**src/rtl/memory_port_arbiter.sv**
```systemverilog
// memory_port_arbiter: shares one single-ported memory32 between the
// instruction-fetch port (i) and the data load/store port (d).
// A per-cycle arbiter picks one requester, the winning request is registered
// onto mreq, and an owner shift register routes each memory response back to
// the port that issued it.
// Optional build macro MEMARB_DATA_PRIORITY_EN: the d-port wins ties, with a
// starve counter that forces an i-port win after STARVE_LIMIT d-port wins.
// Without the macro, ties are broken round-robin using the last accepted port.
//
// Handshake: a request transfers in any cycle where valid && ready are both 1.
// ready depends on the valid inputs, so a requester must not make valid wait
// on ready, and it holds the request stable while valid=1 and ready=0.

package memory_io_pkg;
  typedef struct packed {
    logic        valid;
    logic [31:0] addr;
    logic [31:0] data;
    logic [3:0]  do_read;
    logic [3:0]  do_write;
    logic [7:0]  user_tag;
  } memory_io_req32;

  typedef struct packed {
    logic        valid;
    logic [31:0] data;
    logic [7:0]  user_tag;
  } memory_io_rsp32;
endpackage

module memory_port_arbiter
  import memory_io_pkg::*;
#(
  parameter int MEM_LATENCY  = 1,
  parameter int STARVE_LIMIT = 4,
  parameter int CNT_W        = 32
) (
  input  logic           clk,
  input  logic           reset,
  input  memory_io_req32 ireq,
  output logic           ireq_ready,
  output memory_io_rsp32 irsp,
  input  memory_io_req32 dreq,
  output logic           dreq_ready,
  output memory_io_rsp32 drsp,
  output memory_io_req32 mreq,
  input  memory_io_rsp32 mrsp,
  output logic [CNT_W-1:0] grant_cnt_i,
  output logic [CNT_W-1:0] grant_cnt_d,
  output logic           err_orphan
);

  if (MEM_LATENCY < 1 || MEM_LATENCY > 4) begin : g_bad_latency
    $error("memory_port_arbiter: MEM_LATENCY must be 1..4");
  end
  if (STARVE_LIMIT < 1 || STARVE_LIMIT > 15) begin : g_bad_starve
    $error("memory_port_arbiter: STARVE_LIMIT must be 1..15");
  end

  typedef enum logic {PORT_I = 1'b0, PORT_D = 1'b1} port_e;

  typedef struct packed {
    logic  exp_rsp;
    port_e port;
  } owner_t;

  logic   grant_i;
  logic   grant_d;
  owner_t new_owner;
  owner_t head;
  // Entry 0 holds the access currently on mreq; entry MEM_LATENCY is the
  // access whose response is on mrsp this cycle.
  owner_t [MEM_LATENCY:0] owner_q;

`ifdef MEMARB_DATA_PRIORITY_EN
  logic [3:0] starve_q;
`else
  port_e      last_q;
`endif

  // Per-cycle grant; nothing is granted while reset is asserted.
  always_comb begin
    grant_i = 1'b0;
    grant_d = 1'b0;
    if (reset) begin
      if (ireq.valid && dreq.valid) begin
`ifdef MEMARB_DATA_PRIORITY_EN
        if (starve_q == 4'(STARVE_LIMIT)) grant_i = 1'b1;
        else                              grant_d = 1'b1;
`else
        if (last_q == PORT_D) grant_i = 1'b1;
        else                  grant_d = 1'b1;
`endif
      end else if (ireq.valid) begin
        grant_i = 1'b1;
      end else if (dreq.valid) begin
        grant_d = 1'b1;
      end
    end
  end

  assign ireq_ready = grant_i;
  assign dreq_ready = grant_d;

  // A request with both byte masks clear is forwarded but gets no response.
  assign new_owner.exp_rsp = grant_i ? ((|ireq.do_read) || (|ireq.do_write)) :
                             grant_d ? ((|dreq.do_read) || (|dreq.do_write)) : 1'b0;
  assign new_owner.port    = grant_d ? PORT_D : PORT_I;
  assign head              = owner_q[MEM_LATENCY];

  // Register the accepted request onto the memory port, unmodified.
  always_ff @(posedge clk or negedge reset) begin
    if (!reset)       mreq <= '0;
    else if (grant_i) mreq <= ireq;
    else if (grant_d) mreq <= dreq;
    else              mreq <= '0;
  end

  // Owner pipeline follows each access through the memory latency.
  always_ff @(posedge clk or negedge reset) begin
    if (!reset) owner_q <= '0;
    else        owner_q <= {owner_q[MEM_LATENCY-1:0], new_owner};
  end

  // Grant counters and tie-break state.
  always_ff @(posedge clk or negedge reset) begin
    if (!reset) begin
      grant_cnt_i <= '0;
      grant_cnt_d <= '0;
`ifdef MEMARB_DATA_PRIORITY_EN
      starve_q    <= '0;
`else
      last_q      <= PORT_D;
`endif
    end else begin
      if (grant_i) grant_cnt_i <= grant_cnt_i + CNT_W'(1);
      if (grant_d) grant_cnt_d <= grant_cnt_d + CNT_W'(1);
`ifdef MEMARB_DATA_PRIORITY_EN
      if (grant_i || !ireq.valid) starve_q <= '0;
      else if (grant_d)           starve_q <= starve_q + 4'd1;
`else
      if (grant_i)      last_q <= PORT_I;
      else if (grant_d) last_q <= PORT_D;
`endif
    end
  end

  // Sticky flag: a response arrived that no in-flight access was waiting for.
  always_ff @(posedge clk or negedge reset) begin
    if (!reset)                          err_orphan <= 1'b0;
    else if (mrsp.valid && !head.exp_rsp) err_orphan <= 1'b1;
  end

  // Route the memory response to its owner in the cycle it arrives.
  always_comb begin
    irsp = '0;
    drsp = '0;
    if (reset && mrsp.valid && head.exp_rsp) begin
      if (head.port == PORT_I) irsp = mrsp;
      else                     drsp = mrsp;
    end
  end

endmodule

```
**config.mk**
```make
export PLATFORM = sky130hd
export DESIGN_NAME = memory_port_arbiter
export DESIGN_NICKNAME = d
export VERILOG_FILES = /design/src/rtl/memory_port_arbiter.sv
export SDC_FILE = /design/constraint.sdc
export NUM_CORES = 1
export LEC_CHECK = 0
export BUFFER_PORTS_ARGS = -buffer_cell sky130_fd_sc_hd__buf_2
export CORE_ASPECT_RATIO = 1.2
export CORE_MARGIN = 2
export CORE_UTILIZATION = 25
export CTS_BUF_LIST = sky130_fd_sc_hd__clkbuf_16
export CTS_CLUSTER_DIAMETER = 60
export DETAILED_ROUTE_END_ITERATION = 8
export MAX_ROUTING_LAYER = met4
export PLACE_DENSITY = 0.54
export SETUP_SLACK_MARGIN = 0.1
export SYNTH_ARGS = -nofsm -noshare
export SYNTH_HDL_FRONTEND = slang
export SYNTH_SLANG_ARGS = --single-unit
```
**constraint.sdc**
```tcl
create_clock -name clk -period 4.4 [get_ports clk]
set_input_delay 0.88 -clock clk [delete_from_list [all_inputs] [get_ports clk]]
set_output_delay 0.88 -clock clk [all_outputs]
set_load 0.03 [all_outputs]
```
# Yosys cells after proc, flatten, opt, wreduce, memory -nomap -nowiden
# Cells that the tools add are included.
# classes
n_addsub,2
muxes,20
n_reduce_logical,12
# ops
operator,count
2-to-1 mux 41 bit,4
2-to-1 mux 81 bit,2
"adder 32 x 1 -> 32 bit, second input constant",2
OR reduction 4 bit,4
2-to-1 mux 1 bit,14
logical AND 1 bit,4
logical OR 1 bit,2
nonzero test 2 bit,1
logical NOT 1 bit,1
# word_totals
reg_bits,151
out_inout_bits,230
elab_cells,48

# Longest topological paths before layout
# depth
ltp_word,6
ltp_mapped,7
ltp_nobuf,5

# Worst setup path before layout
# OpenSTA, ideal clock, no wires.
# synth_path
path_kind,input port to output port
startpoint,input port mrsp[40] (netlist bit)
endpoint,output port irsp[31] (netlist bit)
arrival_ns,1.950
required_ns,3.520
setup_slack_ns,1.570
cell_stages,4
n_path_buf,1
path_cell_list,nand3_1 > nor2_1 > clkbuf_1 > and2_1
# synth_rtl
item,line,text
"start, declared",47,"input memory_io_rsp32 mrsp,"
"end, declared",42,"output memory_io_rsp32 irsp,"

# Worst setup path after layout
# layout_path
startpoint,input port reset
endpoint,output port ireq_ready
# layout_via
elab_chain_cells,1
# layout_lines
item,line,text
"start, declared",39,"input logic reset,"
2-to-1 mux 1 bit,85,if (reset) begin
"end, declared",41,"output logic ireq_ready,"
# No other way between the ends.

==> run metrics <==
setup ws final=1130 ps; switching share of power=0.334; crit path max fanout=48; initial antenna violation count=4; CTS root buf=clkbuf_16; via count=approximately 6k; Core Area=0.0270 sq mm; final slew viol count=0; relative slew slack=0.421; Leak=5.65 nW; Peak VDD IR=about 0.24 mV; Worst setup EP type=output pin; HP Class=flop to flop; Inserted Clock Buffers=17; Tmin final=3270 ps; Worst setup SP type=primary input; RSZ-0062 raised after global routing=no; Netlist Area Pre-Place=0.00684 sq mm; drt initial violations=241; Ports=435; Max Fclk=a little over 0.3 GHz; Max Cap Viol=0; top cell type's share of synthesized area=0.549; # DRC=0; wire per inst=~18 microns; Detailed Place HPWL=around 20 mm; final hold violation count=0; Core Util, Final=0.366; highest metal used=met4; fill count=around 2.7k; Worst-path clk slew=roughly 60 ps; CTS max path bufs=2; Syn Inst Count=between 500 and 600; post-CTS setup buffer count=0; CP arrival=2390 ps; status=completed; critical path class=primary input to output pin; Clock power frac=0.372; hold-fix buffers at CTS=0; starting density of the core=0.253; Seq pwr share=0.422; Vert. Die Dim=about 190 microns; commonest non-fill, non-tap cell in the layout=buf_2; Detail Route Antenna Nets=0; total grt overflow=0; # H-tree levels=4; Final nets=~1.2k; vias in the first global route=just under 6k; Yosys cell types=33; GRT Overall Usage=0.173; worst-case clock skew=roughly 7.9 ps; fin crit share=0.743; metal3 WL=around 1.9 mm; number of detailed-route iterations in the first pass=4; # port buffers=between 400 and 500; Synth Register Bits=~150; largest net degree at the start of global routing=69; worst skew pair latency=roughly 420 ps; routed wl met2=between 10 and 15 mm; setup TNS=0 ps; sequential share of the synthesized area=0.552; DRT Wirelength=approximately 24 mm; M1 WL=about 9.9 mm; Post-CTS Resized=0; worst slew pin tran=about 870 ps; Synth Area per Inst=12.0 sq um; P&R area growth vs syn=44.3%; die width=around 160 microns; NetSw=0.00125 W; first-pass GRT wire length=~35 mm; die area=approximately 0.029 sq mm; R2R Setup Slk=around 2300 ps; PwrDens=approximately 380 mW/mm^2; dominant cells by area after synthesis=dfrtp_1, a22o_1, and2_1, xor2_1, nor4_1; Critical Path RT=roughly 3500 ps; syn nets=between 700 and 800; Ys Warns=0; Setup-failing EPs final=0; gp weighted congestion=0.812; layout cells sized above 1=0.500; Rows=66; combinational share of power=0.206; Place WS=roughly 1000 ps; CTS sink cnt=about 150; most frequent cells in the layout=buf_2, dfrtp_1, and2_1; TritonCTS clock tree=yes; drt via density=around 4.5; cell-internal power=approximately 0.0025 W; area leader, netlist=dfrtp_1
state kept, by name (all words and copies together), names as in the netlist:
signal and flops:
err_orphan 1, last_q 1, owner_q 2, mreq 81, grant_cnt_d 32, grant_cnt_i 32, head 2
final timing paths:
kind | start | depth (start not counted) | endpoint
max in group asynchronous | reset | 2 | grant_cnt_i[2]
worst max-delay path | reset | 4 | ireq_ready
worst min-delay path | owner_q[0] | 0 | head[0]
worst max register to register | last_q | 4 | mreq[42]
min in group asynchronous | reset | 1 | grant_cnt_d[11]
worst min register to register | owner_q[0] | 0 | head[0]
worst max-delay path: stages:
cell	delay, ps
buf_6	340
and2_1	440
and2_4	430
buf_2	270
per-stage QoR:
step | std cells | area, sq um | hold WS, ps | total power [W]
global placement | 1317 | 9310 | 350 | 0.00240
CTS | 1349 | 9870 | 360 | 0.00382
finish | 1351 | 9870 | 355 | 0.00376
global route | 1351 | 9870 | 362 | 0.00394
detailed placement | 1317 | 9310 | 348 | 0.00241
floorplan | 570 | 6840 | 331 | 0.00206
routing by layer:
| layer | vias up | GRT usage |
|---|---|---|
| li1 | 2885 | - |
| met1 | 2892 | 0.198 |
| met2 | 306 | 0.297 |
| met3 | 16 | 0.0461 |
| met4 | 0 | 0.0493 |
| met5 | - | - |
layout make-up:
type / instances / area (sq um) / share of cell area
flip-flops and latches: 151 / 3780 / 0.383
multi-input cells: 376 / 2840 / 0.288
repair buffers: 441 / 2230 / 0.226
clock buffers: 17 / 425 / 0.0431
well taps: 340 / 425 / 0.0431
clock inverters: 15 / 133 / 0.0134
inverters: 9 / 33.8 / 0.00342
diodes: 2 / 5.00 / 0.000507
Yosys cell counts, drive strengths merged:
library cell,number
ha,2
dfstp,1
xnor2,12
inv,9
xor2,50
a21o,1
o21a,1
nand2b,1
nor4,28
dfrtp,150
a22o,81
mux2,2
clkbuf,11
a21oi,1
nor3,18
nand2,24
and4,10
nor2,11
nand3,19
and2,89
buf,23
nand4,17
and3,9
cell families (layout without fill, tap and decap cells):
kind of cell / count (synthesis) / in the layout / synth area share
compound gates: 84 / 84 / 0.107
fa+ha+maj: 2 / 2 / 0.00366
other cells: 0 / 2 / 0
simple gates: 226 / 226 / 0.221
mux: 2 / 2 / 0.00329
buf+inv: 43 / 482 / 0.0340
xor+xnor: 62 / 62 / 0.0794
flops: 151 / 151 / 0.552
power groups by stage:
stage	registers, W	logic [W]	clock network, W
global route	0.00161	0.000829	0.00150
finish	0.00159	0.000775	0.00140
detailed placement	0.00161	0.000792	0
CTS	0.00159	0.000793	0.00144
floorplan	0.00181	0.000253	0
global placement	0.00161	0.000787	0
Power figures use the tool's default switching activity.
